### src/rtl/gmii_pkg.sv
// gmii_pkg: shared GMII constants and receive state encoding
package gmii_pkg;
    localparam logic [7:0]  PREAMBLE_BYTE = 8'h55;
    localparam logic [7:0]  SFD_BYTE      = 8'hD5;
    localparam logic [31:0] CRC32_POLY    = 32'hEDB88320;
    localparam logic [31:0] CRC32_INIT    = 32'hFFFFFFFF;
    localparam logic [31:0] CRC32_RESIDUE = 32'hDEBB20E3;
    localparam logic [1:0]  SPEED_1000    = 2'b10;
    typedef enum logic [1:0] {IDLE, PRE, DATA, DROP} rx_state_t;
endpackage

### src/rtl/crc32_d8.sv
// crc32_d8: one-byte reflected CRC-32 update, LSB first
module crc32_d8
    import gmii_pkg::*;
(
    input  logic [31:0] crc,
    input  logic [7:0]  data,
    output logic [31:0] crc_next
);
    always_comb begin
        crc_next = crc;
        for (int i = 0; i < 8; i++)
            crc_next = (crc_next[0] ^ data[i]) ? (crc_next >> 1) ^ CRC32_POLY : crc_next >> 1;
    end
endmodule

### src/rtl/gmii_rx_deframer.sv
// gmii_rx_deframer: strips preamble/SFD, assembles nibbles, emits frame bytes with CRC/length status
module gmii_rx_deframer
    import gmii_pkg::*;
#(
    parameter int MAX_LEN = 1522,
    parameter int MIN_LEN = 64
) (
    input  logic        rx_clk,
    input  logic        rst,
    input  logic [1:0]  speed,
    input  logic [7:0]  rx_data,
    input  logic        rx_dv,
    input  logic        rx_er,
    output logic [7:0]  out_data,
    output logic        out_valid,
    output logic        out_sof,
    output logic        out_eof,
    output logic        out_err,
    output logic        crc_ok,
    output logic [15:0] frame_len
);
    rx_state_t   state, state_nx;
    logic        dv_q, byte_mode, nib_ph, have_hold, sof_pend, eof_pend, er;
    logic        accept, dv_fall, pre_ok, sfd_ok, crc_good, len_bad;
    logic [1:0]  spd_l;
    logic [3:0]  nib_lo;
    logic [7:0]  hold, in_byte;
    logic [15:0] len;
    logic [31:0] crc, crc_nx;

    crc32_d8 u_crc (.crc(crc), .data(in_byte), .crc_next(crc_nx));

    always_comb begin
        byte_mode = spd_l == SPEED_1000;
        in_byte   = byte_mode ? rx_data : {rx_data[3:0], nib_lo};
        accept    = state == DATA && rx_dv && (byte_mode || nib_ph);
        dv_fall   = state == DATA && !rx_dv;
        pre_ok    = byte_mode ? rx_data == PREAMBLE_BYTE : rx_data[3:0] == PREAMBLE_BYTE[3:0];
        sfd_ok    = byte_mode ? rx_data == SFD_BYTE : rx_data[3:0] == SFD_BYTE[7:4];
        crc_good  = crc == CRC32_RESIDUE;
        len_bad   = 32'(len) < MIN_LEN || 32'(len) > MAX_LEN;
        state_nx  = state;
        case (state)
            IDLE:    state_nx = !dv_q && rx_dv ? PRE : IDLE;
            PRE:     state_nx = !rx_dv ? IDLE : sfd_ok ? DATA : pre_ok ? PRE : DROP;
            DATA:    state_nx = rx_dv ? DATA : IDLE;
            default: state_nx = rx_dv ? DROP : IDLE;
        endcase
    end

    always_ff @(posedge rx_clk or posedge rst) begin
        if (rst)
            state <= IDLE;
        else
            state <= state_nx;
    end

    // In nibble mode the eof beat slips one cycle if it would abut the previous beat
    always_ff @(posedge rx_clk or posedge rst) begin
        if (rst) begin
            dv_q      <= 1'b1;
            spd_l     <= 2'b00;
            nib_ph    <= 1'b0;
            nib_lo    <= '0;
            hold      <= '0;
            have_hold <= 1'b0;
            sof_pend  <= 1'b0;
            eof_pend  <= 1'b0;
            er        <= 1'b0;
            len       <= '0;
            crc       <= CRC32_INIT;
            out_data  <= '0;
            out_valid <= 1'b0;
            out_sof   <= 1'b0;
            out_eof   <= 1'b0;
            out_err   <= 1'b0;
            crc_ok    <= 1'b0;
            frame_len <= '0;
        end else begin
            dv_q      <= rx_dv;
            out_valid <= 1'b0;
            out_sof   <= 1'b0;
            out_eof   <= 1'b0;
            eof_pend  <= 1'b0;
            if (state == IDLE && state_nx == PRE)
                spd_l <= speed;
            if (state == PRE && state_nx == DATA) begin
                crc       <= CRC32_INIT;
                len       <= '0;
                er        <= 1'b0;
                nib_ph    <= 1'b0;
                have_hold <= 1'b0;
                sof_pend  <= 1'b1;
            end
            if (state == DATA && rx_dv) begin
                er     <= er | rx_er;
                nib_ph <= !byte_mode && !nib_ph;
                nib_lo <= nib_ph ? nib_lo : rx_data[3:0];
            end
            if (accept) begin
                crc       <= crc_nx;
                len       <= len + 16'(len != 16'hFFFF);
                hold      <= in_byte;
                have_hold <= 1'b1;
                out_valid <= have_hold;
                out_sof   <= have_hold && sof_pend;
                out_data  <= have_hold ? hold : out_data;
                sof_pend  <= sof_pend && !have_hold;
            end
            if (dv_fall && have_hold) begin
                crc_ok    <= crc_good;
                frame_len <= len;
                out_err   <= er | !crc_good | nib_ph | len_bad;
                have_hold <= 1'b0;
                eof_pend  <= !byte_mode && out_valid;
                if (byte_mode || !out_valid) begin
                    out_valid <= 1'b1;
                    out_sof   <= sof_pend;
                    out_eof   <= 1'b1;
                    out_data  <= hold;
                    sof_pend  <= 1'b0;
                end
            end
            if (eof_pend) begin
                out_valid <= 1'b1;
                out_sof   <= sof_pend;
                out_eof   <= 1'b1;
                out_data  <= hold;
                sof_pend  <= 1'b0;
            end
        end
    end
endmodule

### config.mk
export PLATFORM = sky130hd
export DESIGN_NAME = gmii_rx_deframer
export DESIGN_NICKNAME = d
export VERILOG_FILES = /design/src/rtl/gmii_pkg.sv /design/src/rtl/crc32_d8.sv /design/src/rtl/gmii_rx_deframer.sv
export SDC_FILE = /design/constraint.sdc
export NUM_CORES = 1
export LEC_CHECK = 0
export CORE_ASPECT_RATIO = 0.8
export CORE_UTILIZATION = 53
export DETAILED_ROUTE_END_ITERATION = 6
export GPL_TIMING_DRIVEN = 0
export HOLD_SLACK_MARGIN = 0.1
export PLACE_DENSITY = 0.81
export SETUP_SLACK_MARGIN = 0.15
export SLEW_MARGIN = 20
export SYNTH_ARGS = -nofsm -noshare
export SYNTH_HDL_FRONTEND = slang
export SYNTH_SLANG_ARGS = --single-unit
export TNS_END_PERCENT = 50
### constraint.sdc
create_clock -name rx_clk -period 2.88 [get_ports rx_clk]
set_input_delay 0.432 -clock rx_clk [delete_from_list [all_inputs] [get_ports rx_clk]]
set_output_delay 0.432 -clock rx_clk [all_outputs]
set_load 0.005 [all_outputs]
**Yosys cells after proc, flatten, opt, wreduce, memory -nomap -nowiden**

Index checks and enable logic that the tools add are counted.

- Flip-flop bits (word level): 99
- Latch bits: 0
- Bits in writable memories: 0
- Memory bits (read-only): 0
- Bits of input ports: 14
- Memories: 0

- Add/subtract/negate cells: 1
- $mul: 0
- Div/mod/pow operators: 0
- Order comparisons: 2
- Eq/ne operators: 11
- Shift operators: 0
- Mux-type cells: 49
- Bitwise gates (word level): 21
- Reduce and logical (&&, ||, !) cells: 26

Operator list:

| operator | count |
|---|---|
| two-way mux 32 bit | 10 |
| inverter 13 -> 14 bit | 8 |
| two-way mux 8 bit | 6 |
| == test 32 bit, second input constant | 1 |
| two-way mux 16 bit | 2 |
| two-way mux 1 bit | 25 |
| adder 16 x 1 -> 16 bit | 1 |
| greater-than comparator 16 x 11 -> 1 bit, second input constant | 1 |
| < comparator 16 x 7 -> 1 bit, second input constant | 1 |
| inequality test 16 bit, second input constant | 1 |
| logical AND 1 bit | 11 |
| two-way mux 2 bit | 5 |
| == test 8 x 7 -> 1 bit, second input constant | 1 |
| == test 8 bit, second input constant | 1 |
| XOR 1 bit | 8 |
| logical NOT 1 bit | 7 |
| == test 2 bit, second input constant | 3 |
| one-hot mux 2 bit (3 select lines) | 1 |
| == test 2 x 1 -> 1 bit, second input constant | 2 |
| == test 4 x 3 -> 1 bit, second input constant | 1 |
| == test 4 bit, second input constant | 1 |
| OR 1 bit | 4 |
| nonzero test 2 bit | 2 |
| logical OR 1 bit | 3 |
| other kinds (4) | 4 |

**Depth between registers and ports, before layout**

Gate-level depths: netlist of run 1.

- Word-level depth: 19
- Gate-level depth with buffers: 11
- Mapped depth without buffers: 11

**Cells and area by module**

From an unflattened synthesis of run 1, not the netlist that was laid out.

- Cell total of the unflattened synthesis: 513
- Area, all modules: 5,417.7 um^2

Modules (own cells, without submodules):

| module | instances | cells each | area an instance (um^2) |
|---|---|---|---|
| gmii_rx_deframer | 1 | 450 | 4,439.3 |
| crc32_d8 | 1 | 63 | 978.4 |

**Least setup slack after synthesis of run 1**

OpenSTA, ideal clock, no wires.

- Path type: register to register
- Start point: register spd_l[0]
- End point: register crc[26]
- Data arrival time: 2,220 ps
- Data required time: 2,800 ps
- Setup slack: 580 ps
- Stages on the path, launching flop included: 8
- Path through: dfrtp_1 nor2b_4 buf_6 mux2i_2 xnor2_4 xor3_2 xnor3_1 o22a_1

- Word-level cells in the longest chain between the ends: 14

Ends and longest elaborated chain:

| element | line | RTL |
|---|---|---|
| from (decl) | gmii_rx_deframer.sv:25 | `logic [1:0] spd_l;` |
| from (signal assigned) | gmii_rx_deframer.sv:86 | `spd_l <= speed;` |
| == test 2 bit * | gmii_rx_deframer.sv:34 | `byte_mode = spd_l == SPEED_1000;` |
| two-way mux 8 bit | gmii_rx_deframer.sv:35 | `in_byte = byte_mode ? rx_data : {rx_data[3:0], nib_lo};` |
| XOR 1 bit | crc32_d8.sv:12 | `crc_next = (crc_next[0] ^ data[i]) ? (crc_next >> 1) ^ CRC32_POLY : crc_next >> 1;` |
| two-way mux 32 bit | crc32_d8.sv:12 |  |
| two-way mux 32 bit / inverter 13 -> 14 bit (equally long branches) | - |  |
| two-way mux 32 bit | crc32_d8.sv:12 |  |
| two-way mux 32 bit / inverter 13 -> 14 bit (equally long branches) | - |  |
| two-way mux 32 bit (2 in a row) | crc32_d8.sv:12 |  |
| XOR 1 bit / inverter 13 -> 14 bit (equally long branches) | - |  |
| two-way mux 32 bit | crc32_d8.sv:12 |  |
| inverter 13 -> 14 bit (no source line) | - |  |
| two-way mux 32 bit | crc32_d8.sv:12 |  |
| two-way mux 32 bit | gmii_rx_deframer.sv:100 | `if (accept) begin` |
| to (signal assigned) | gmii_rx_deframer.sv:101 | `crc <= crc_nx;` |
| to (decl) | gmii_rx_deframer.sv:29 | `logic [31:0] crc, crc_nx;` |

Mark *: on every way between the ends. The rest lies on a longest branch, timed or not.
A chain may end at the register's enable or synchronous reset.

**Worst setup path in the final report of run 1**

- Start point: register spd_l[0]
- End point: register crc[19]

- Word-level cells in the longest chain between the ends: 17

Ends and longest elaborated chain:

| element | line |
|---|---|
| == test 2 bit * | gmii_rx_deframer.sv:34 |
| two-way mux 8 bit | gmii_rx_deframer.sv:35 |
| XOR 1 bit | crc32_d8.sv:12 |
| two-way mux 32 bit (2 in a row) | crc32_d8.sv:12 |
| inverter 13 -> 14 bit (no source line) | - |
| two-way mux 32 bit | crc32_d8.sv:12 |
| inverter 13 -> 14 bit (no source line) | - |
| two-way mux 32 bit (2 in a row) | crc32_d8.sv:12 |
| inverter 13 -> 14 bit (no source line) | - |
| two-way mux 32 bit | crc32_d8.sv:12 |
| inverter 13 -> 14 bit (no source line) | - |
| two-way mux 32 bit | crc32_d8.sv:12 |
| inverter 13 -> 14 bit (no source line) | - |
| two-way mux 32 bit | crc32_d8.sv:12 |
| two-way mux 32 bit | gmii_rx_deframer.sv:100 |

Marks and branches as above.

==> flow_metrics.env, run 1 <==
export IMPL_status="finished, violations left"
export IMPL_violations="DRC"
export IMPL_drt_iter0_drc=211
export IMPL_skew_ns=0.0120
export IMPL_numCtsBuffers=9
export IMPL_port_buffers=42
export IMPL_yosysSeqAreaShare_pct=49.2
export IMPL_antenna_found_initial=0
export IMPL_post_cts_hold_buffer_count=0
export IMPL_drive_gt1_share_pct=17.6
export IMPL_drc=3
export IMPL_first_pass_iters=7
export IMPL_cp_start_kind="flop"
export IMPL_clock_root_buffer="clkbuf_16"
export IMPL_wl_per_cell_um=18.4
export IMPL_p_comb_share_pct=57.4
export IMPL_start_util_pct=55.5
export IMPL_sequentialPowerShare_pct=29.1
export IMPL_drv_cap=0
export IMPL_cp_cell_sequence="nor2b_4 -> buf_6 -> buf_12 -> mux2i_1 -> xnor2_1 -> xnor3_2 -> xnor3_1 -> a2bb2oi_2"
export IMPL_path_delay_family="XOR/XNOR gates"
export IMPL_fin_ws_ns=0.277
export IMPL_reg2regPathDepth=8
export IMPL_worstPathMaxFanout=10
export IMPL_synth_edf_count=0
export IMPL_avgSynthCellArea_um2=11.7
export IMPL_power_internal_mw=5.44
export IMPL_synthToLayoutAreaGrowth_pct=17.8
export IMPL_clkLatencyLatePin_ns=0.35
export IMPL_synth_nets=454
export IMPL_dpl_cell_area_mm2=0.00576
export IMPL_die_y_um=89.9
export IMPL_cpPeakStageDelay_ns=0.45
export IMPL_switching_share_pct=35.6
export IMPL_min_period_over_period_pct=90.4
export IMPL_die_area_mm2=0.0101
export IMPL_ys_warn_count=0
export IMPL_max_freq_mhz=384
export IMPL_r2r_slack_ns=0.28
export IMPL_tightestPinTransition_ns=0.964
export IMPL_crit_cells=8
export IMPL_setup_viol=0
export IMPL_cts_tree="built"
export IMPL_power_switching_mw=3.01
export IMPL_grt_pass1_wl_mm=18.7
export IMPL_rsz0062_at_grt="yes"
export IMPL_dp_slack_ns=-0.256
export IMPL_power_share_clock_pct=13.4
export IMPL_vias=3590
export IMPL_ctsLongestPathBuffers=2
export IMPL_synthFlopType="dfrtp_1"
export IMPL_synth_cell_types=51
export IMPL_setup_worst_path_end="crc[19]"
export IMPL_power_total_mw=8.45
export IMPL_core_area_mm2=0.00923
export IMPL_rows=31
export IMPL_cts_setup_buffers=0
export IMPL_wirelength_mm=11.3
export IMPL_async_reset_ff_share_pct=100
export IMPL_slew_viol_final=0
export IMPL_grt_pass1_vias=3596
export IMPL_globalRouteOverflowTotal=0
export IMPL_r2r_start="spd_l[0]"
export IMPL_die_w_um=112
export IMPL_worstSetupStartpoint="spd_l[0]"
export IMPL_end_kind="flop"
export IMPL_worstPathRequired_ns=3.17
export IMPL_post_dp_hpwl_mm=8.06
export IMPL_hold_viol_final=0
export IMPL_post_route_min_period_ns=2.60
export IMPL_ant_nets=0
export IMPL_cts_sinks=99
export IMPL_worstPathArrival_ns=2.89
export IMPL_rr_endpoint="crc[19]"
export IMPL_slew_limit_headroom_pct=35.8
export IMPL_clk_pin_slew_ns=0.07
export IMPL_post_drt_via_cell_ratio=5.85
export IMPL_design_area_mm2=0.00603
export IMPL_synth_cells=438
export IMPL_ys_ff_latch=99
export IMPL_power_density_mw_per_mm2=1400
export IMPL_hp_class="in -> async"
export IMPL_grt_max_degree=34
export IMPL_path_class="reg -> reg"
export IMPL_timing_hold_ws_ns=0.462
export IMPL_final_nets=510
export IMPL_h_tree_depth=3
export IMPL_crit_slowest_cell="xnor3_2"
export IMPL_crit_buf_inv=2
export IMPL_peakVddDrop_mv=0.754
export IMPL_grt_usage_pct=24.3
export IMPL_ios=43
export IMPL_synth_area_mm2=0.00512
export IMPL_utilization_pct=65.4
export IMPL_n_antenna_cell=0
export IMPL_p_leak_nw=2.65
export IMPL_routabilityCongestion=0.908
how the worst min path moves through the flow:
stage / end / slack (ns) / cells past startpoint / start
global placement: out_eof / 0.44 / 1 / eof_pend
detailed placement: out_eof / 0.45 / 1 / eof_pend
global route: out_eof / 0.49 / 1 / eof_pend
finish: hold[1] / 0.46 / 2 / rst
CTS: hold[1] / 0.47 / 2 / rst
floorplan: out_eof / 0.42 / 1 / eof_pend
per-stage QoR:
stage	cells	TNS, ns
after floorplan	438	0
after global placement	595	-1.03
after global routing	614	0
after detailed placement	598	-2.22
final	614	0
after CTS	614	0
power groups by stage:
stage               combinational [mW]  sequential [mW]  clock [mW]
floorplan                         3.94             2.32           0
global placement                  4.62             2.44           0
detailed placement                4.78             2.46           0
CTS                               4.85             2.45        1.15
global route                      5.14             2.51        1.19
finish                            4.85             2.46        1.14
metal layers:
metal	global-route usage, %	routed length, µm	up-vias
met1	36.2	5330	1791
li1	-	-	1660
met3	4.25	691	14
met2	35.9	5090	125
met5	0	0	-
met4	8.22	167	0
synthesized netlist by cell type, drive strengths merged (3+ instances only):
| cell | n | area share (%) |
|---|---|---|
| mux2 | 15 | 3.3 |
| dfstp | 33 | 17 |
| and3 | 4 | 0.49 |
| mux2i | 9 | 2.8 |
| a21oi | 17 | 1.7 |
| xnor2 | 35 | 8.6 |
| dfrtp | 66 | 32 |
| o21ai | 21 | 2.1 |
| nand3 | 15 | 1.5 |
| nand2 | 78 | 5.7 |
| nand4b | 3 | 0.51 |
| nor4 | 4 | 0.49 |
| xor2 | 13 | 2.2 |
| nand4 | 5 | 0.61 |
| clkbuf | 16 | 1.2 |
| xnor3 | 16 | 7.1 |
| nor2 | 17 | 1.2 |
| nor3 | 17 | 1.7 |
| a2bb2oi | 17 | 3.0 |
| nor2b | 4 | 0.64 |
| nor4bb | 3 | 0.59 |
repair_timing:
action | 4_1_cts | 5_1_grt
endpoints found under the setup margin | 5 | 11
resized for setup | 1 | 1
pin swaps | 0 | 0
logic make-up after synthesis:
kind of cell / after synthesis / synth area share (%)
buffers and inverters: 20 / 1.93
AO/OA/AOI/OAI: 66 / 8.48
XOR/XNOR: 65 / 18.4
AND/OR/NAND/NOR: 162 / 15.4
adder cells (fa/ha/maj): 2 / 0.489
flip-flops: 99 / 49.2
multiplexers: 24 / 6.11
flip-flops by register name (all words and copies together) (netlist names):
signal	cells
nib_ph	1
out_valid	1
out_sof	1
have_hold	1
dv_q	1
crc	32
sof_pend	1
hold	8
spd_l	2
state	2
frame_len	16
crc_ok	1
eof_pend	1
out_err	1
out_eof	1
nib_lo	4
er	1
len	16
out_data	8
area by class of cell:
type	count	area [µm²]
flip-flops and latches	99	2520
plain buffers	18	92.6
well taps	115	144
fillers	692	3200
clock buffers	12	246
clock inverters	4	26.3
inverters	2	11.3
multi-input cells	319	2510
repair buffers	45	488
layout by cell type, fill, tap and decap left out, drive strengths merged, types with 9 or more instances in the layout:
master,count
a21oi,17
a2bb2oi,17
xnor3,16
xor2,13
clkdlybuf4s50,42
clkbuf,28
nor2,17
mux2,15
nor3,17
nand3,15
dfstp,33
o21ai,21
dfrtp,66
nand2,78
mux2i,9
xnor2,35
(Power assumes the default switching activity.)
==> inputs of run 2 (changes only) <==
==> constraint.sdc (replaced) <==
create_clock -name rx_clk -period 2.88 [get_ports rx_clk]
set_input_delay 0.432 -clock rx_clk [delete_from_list [all_inputs] [get_ports rx_clk]]
set_output_delay 0.432 -clock rx_clk [all_outputs]
set_load 0.02 [all_outputs]
==> results of run 2 <==
The final DEF is identical to that of run 1. Status: finished, violations left: DRC.
Main changes from that run: total power 8.45 mW -> 8.54 mW; worst IR drop on VDD 0.754 mV -> 0.755 mV
==> inputs of run 3 (changes only) <==
--- a/config.mk
+++ b/config.mk
@@ -9,11 +9,10 @@
 export CORE_UTILIZATION = 53
 export DETAILED_ROUTE_END_ITERATION = 6
 export GPL_TIMING_DRIVEN = 0
-export HOLD_SLACK_MARGIN = 0.1
 export PLACE_DENSITY = 0.81
 export SETUP_SLACK_MARGIN = 0.15
-export SLEW_MARGIN = 20
 export SYNTH_ARGS = -nofsm -noshare
 export SYNTH_HDL_FRONTEND = slang
+export SYNTH_HIERARCHICAL = 1
 export SYNTH_SLANG_ARGS = --single-unit
 export TNS_END_PERCENT = 50
==> flow_metrics.env, run 3 <==
export IMPL_first_pass_iters=5
export IMPL_ys_ff_latch=99
export IMPL_worstPathMaxFanout=10
export IMPL_rsz0062_at_grt="yes"
export IMPL_cp_cell_sequence="nor2b_1 -> buf_2 -> mux2_2 -> xor2_4 -> xnor3_1 -> xor3_1 -> nor2_1 -> a21oi_1"
export IMPL_wl_per_cell_um=17.2
export IMPL_worstPathRequired_ns=3.15
export IMPL_synth_area_mm2=0.00542
export IMPL_rows=32
export IMPL_synth_most_common_cell="nand2_1"
export IMPL_globalRouteOverflowTotal=0
export IMPL_avgSynthCellArea_um2=10.6
export IMPL_max_freq_mhz=373
export IMPL_synthTopCellsByArea="dfrtp_1 30%, dfstp_2 16%, nand2_1 5.6%, xnor3_1 5.4%, nor2_1 5.2%"
export IMPL_core_area_mm2=0.00977
export IMPL_tightestPinTransition_ns=0.778
export IMPL_wirelength_mm=12.3
export IMPL_die_area_mm2=0.0106
export IMPL_synthFlopType="dfrtp_1"
export IMPL_n_antenna_cell=0
export IMPL_min_period_over_period_pct=93.2
export IMPL_worstPathArrival_ns=2.96
export IMPL_power_density_mw_per_mm2=1350
export IMPL_regMostFlops="crc"
export IMPL_peakVddDrop_mv=1.49
export IMPL_start_util_pct=55.5
export IMPL_grt_pass1_vias=3859
export IMPL_synth_area_leader_cell="dfrtp_1"
export IMPL_p_leak_nw=2.84
export IMPL_drive_gt1_share_pct=19.1
export IMPL_largest_reg_flops=32
export IMPL_cp_start_kind="flop"
export IMPL_vias=4072
export IMPL_cts_sinks=99
export IMPL_r2r_slack_ns=0.20
export IMPL_h_tree_depth=3
export IMPL_dp_cells=693
export IMPL_numCtsBuffers=9
export IMPL_slew_viol_final=0
export IMPL_path_class="reg -> reg"
export IMPL_clock_root_buffer="clkbuf_16"
export IMPL_die_w_um=115
export IMPL_yosysSeqAreaShare_pct=46.5
export IMPL_post_route_min_period_ns=2.68
export IMPL_setup_viol=0
export IMPL_synth_nets=529
export IMPL_crit_slowest_cell="xnor3_1"
export IMPL_synth_edf_count=0
export IMPL_hp_class="reg -> reg"
export IMPL_post_cts_hold_buffer_count=0
export IMPL_drt_iter0_drc=304
export IMPL_crit_buf_inv=1
export IMPL_drc=0
export IMPL_post_dp_hpwl_mm=8.72
export IMPL_hold_viol_final=0
export IMPL_async_reset_ff_share_pct=100
export IMPL_ys_warn_count=6
export IMPL_antenna_found_initial=0
export IMPL_die_y_um=92.4
export IMPL_clkLatencyLatePin_ns=0.35
export IMPL_end_kind="flop"
export IMPL_grt_pass1_wl_mm=19.8
export IMPL_routabilityCongestion=0.889
export IMPL_cpPeakStageDelay_ns=0.51
export IMPL_final_nets=593
export IMPL_stdcell_count=718
export IMPL_final_common_cell="nand2_1"
export IMPL_cts_tree="built"
export IMPL_ios=43
export IMPL_clk_pin_slew_ns=0.07
export IMPL_synth_cell_types=55
export IMPL_port_buffers=42
export IMPL_ctsLongestPathBuffers=2
export IMPL_grt_usage_pct=24.7
export IMPL_synth_top_area_share_pct=30.5
export IMPL_path_delay_family="XOR/XNOR gates"
export IMPL_grt_max_degree=39
export IMPL_post_drt_via_cell_ratio=5.67
export IMPL_final_cell_mix="81 x nand2_1, 75 x nor2_1, 66 x dfrtp_1, 42 x clkdlybuf4s50_1, 34 x a21oi_1"
export IMPL_utilization_pct=66.4
export IMPL_top_regs="crc x32, frame_len x16, len x16"
export IMPL_slew_limit_headroom_pct=48.1
export IMPL_skew_ns=0.0109
export IMPL_synthToLayoutAreaGrowth_pct=19.8
export IMPL_status="complete, no violations"
export IMPL_drv_cap=0
export IMPL_synth_top_cells_by_count="81 x nand2_1, 75 x nor2_1, 66 x dfrtp_1"
export IMPL_synth_cells=513
export IMPL_ant_nets=0
[run 3: logic make-up (layout without fill, tap and decap cells)]
kind of cell / Yosys count / in the layout / share of synthesized area [%]
buffers and inverters: 31 / 100 / 2.68
adders and majority gates: 2 / 2 / 0.462
muxes: 22 / 22 / 4.55
and+or+nand+nor: 216 / 216 / 18.8
DFF: 99 / 99 / 46.5
AOI/OAI and AO/OA: 79 / 79 / 8.75
xor gates and xnor gates: 64 / 64 / 18.2
[run 3: repair_timing]
item | 4_1_cts | 5_1_grt
resized for setup | 1 | 5
setup endpoints to repair | 1 | 16
setup buffers | 0 | 9
pin swaps | 0 | 4
[run 3: where the power goes]
group / switching, mW / internal (mW) / total (mW)
logic: 2.27 / 3.06 / 5.33
registers: 0.327 / 1.86 / 2.18
clock network: 0.546 / 0.687 / 1.23
total: 3.14 / 5.60 / 8.74
[run 3: per-layer routing]
| metal | share of wire, % | vias to the layer above | global-route usage [%] |
|---|---|---|---|
| met5 | 0 | - | 0 |
| li1 | - | 1912 | - |
| met1 | 47 | 2010 | 35.4 |
| met3 | 6.5 | 19 | 6.81 |
| met2 | 45 | 131 | 37.4 |
| met4 | 1.5 | 0 | 5.63 |
[run 3: final cells by class]
| cell class | instances | area, µm² |
|---|---|---|
| fill | 784 | 3280 |
| multi-input combinational | 383 | 2810 |
| sequential | 99 | 2520 |
| timing repair buffer | 53 | 528 |
| clock buffer | 9 | 225 |
| tap | 136 | 170 |
| buffer | 26 | 126 |
| clock inverter | 7 | 85.1 |
| inverter | 5 | 22.5 |
[run 3: worst paths after layout]
kind | cells after the start | end | start
worst max-delay path | 8 | crc[17] | spd_l[1]
min in group asynchronous | 2 | frame_len[0] | rst
worst min-delay path | 1 | out_eof | eof_pend
worst min register to register | 1 | out_eof | eof_pend
worst max register to register | 8 | crc[17] | spd_l[1]
max in group asynchronous | 4 | crc[4] | rst
[run 3: stage by stage]
step | worst slack (ns) | hold WS, ns | setup TNS, ns | instance area [µm²] | power [mW]
after floorplan | 0.443 | 0.428 | 0 | 5420 | 6.29
after global placement | -0.00863 | 0.444 | -0.0367 | 6010 | 7.10
after detailed placement | 0.00449 | 0.439 | 0 | 6050 | 7.19
after CTS | 0.161 | 0.461 | 0 | 6370 | 8.48
after global routing | 0.0475 | 0.488 | 0 | 6490 | 9.22
final | 0.196 | 0.462 | 0 | 6490 | 8.74
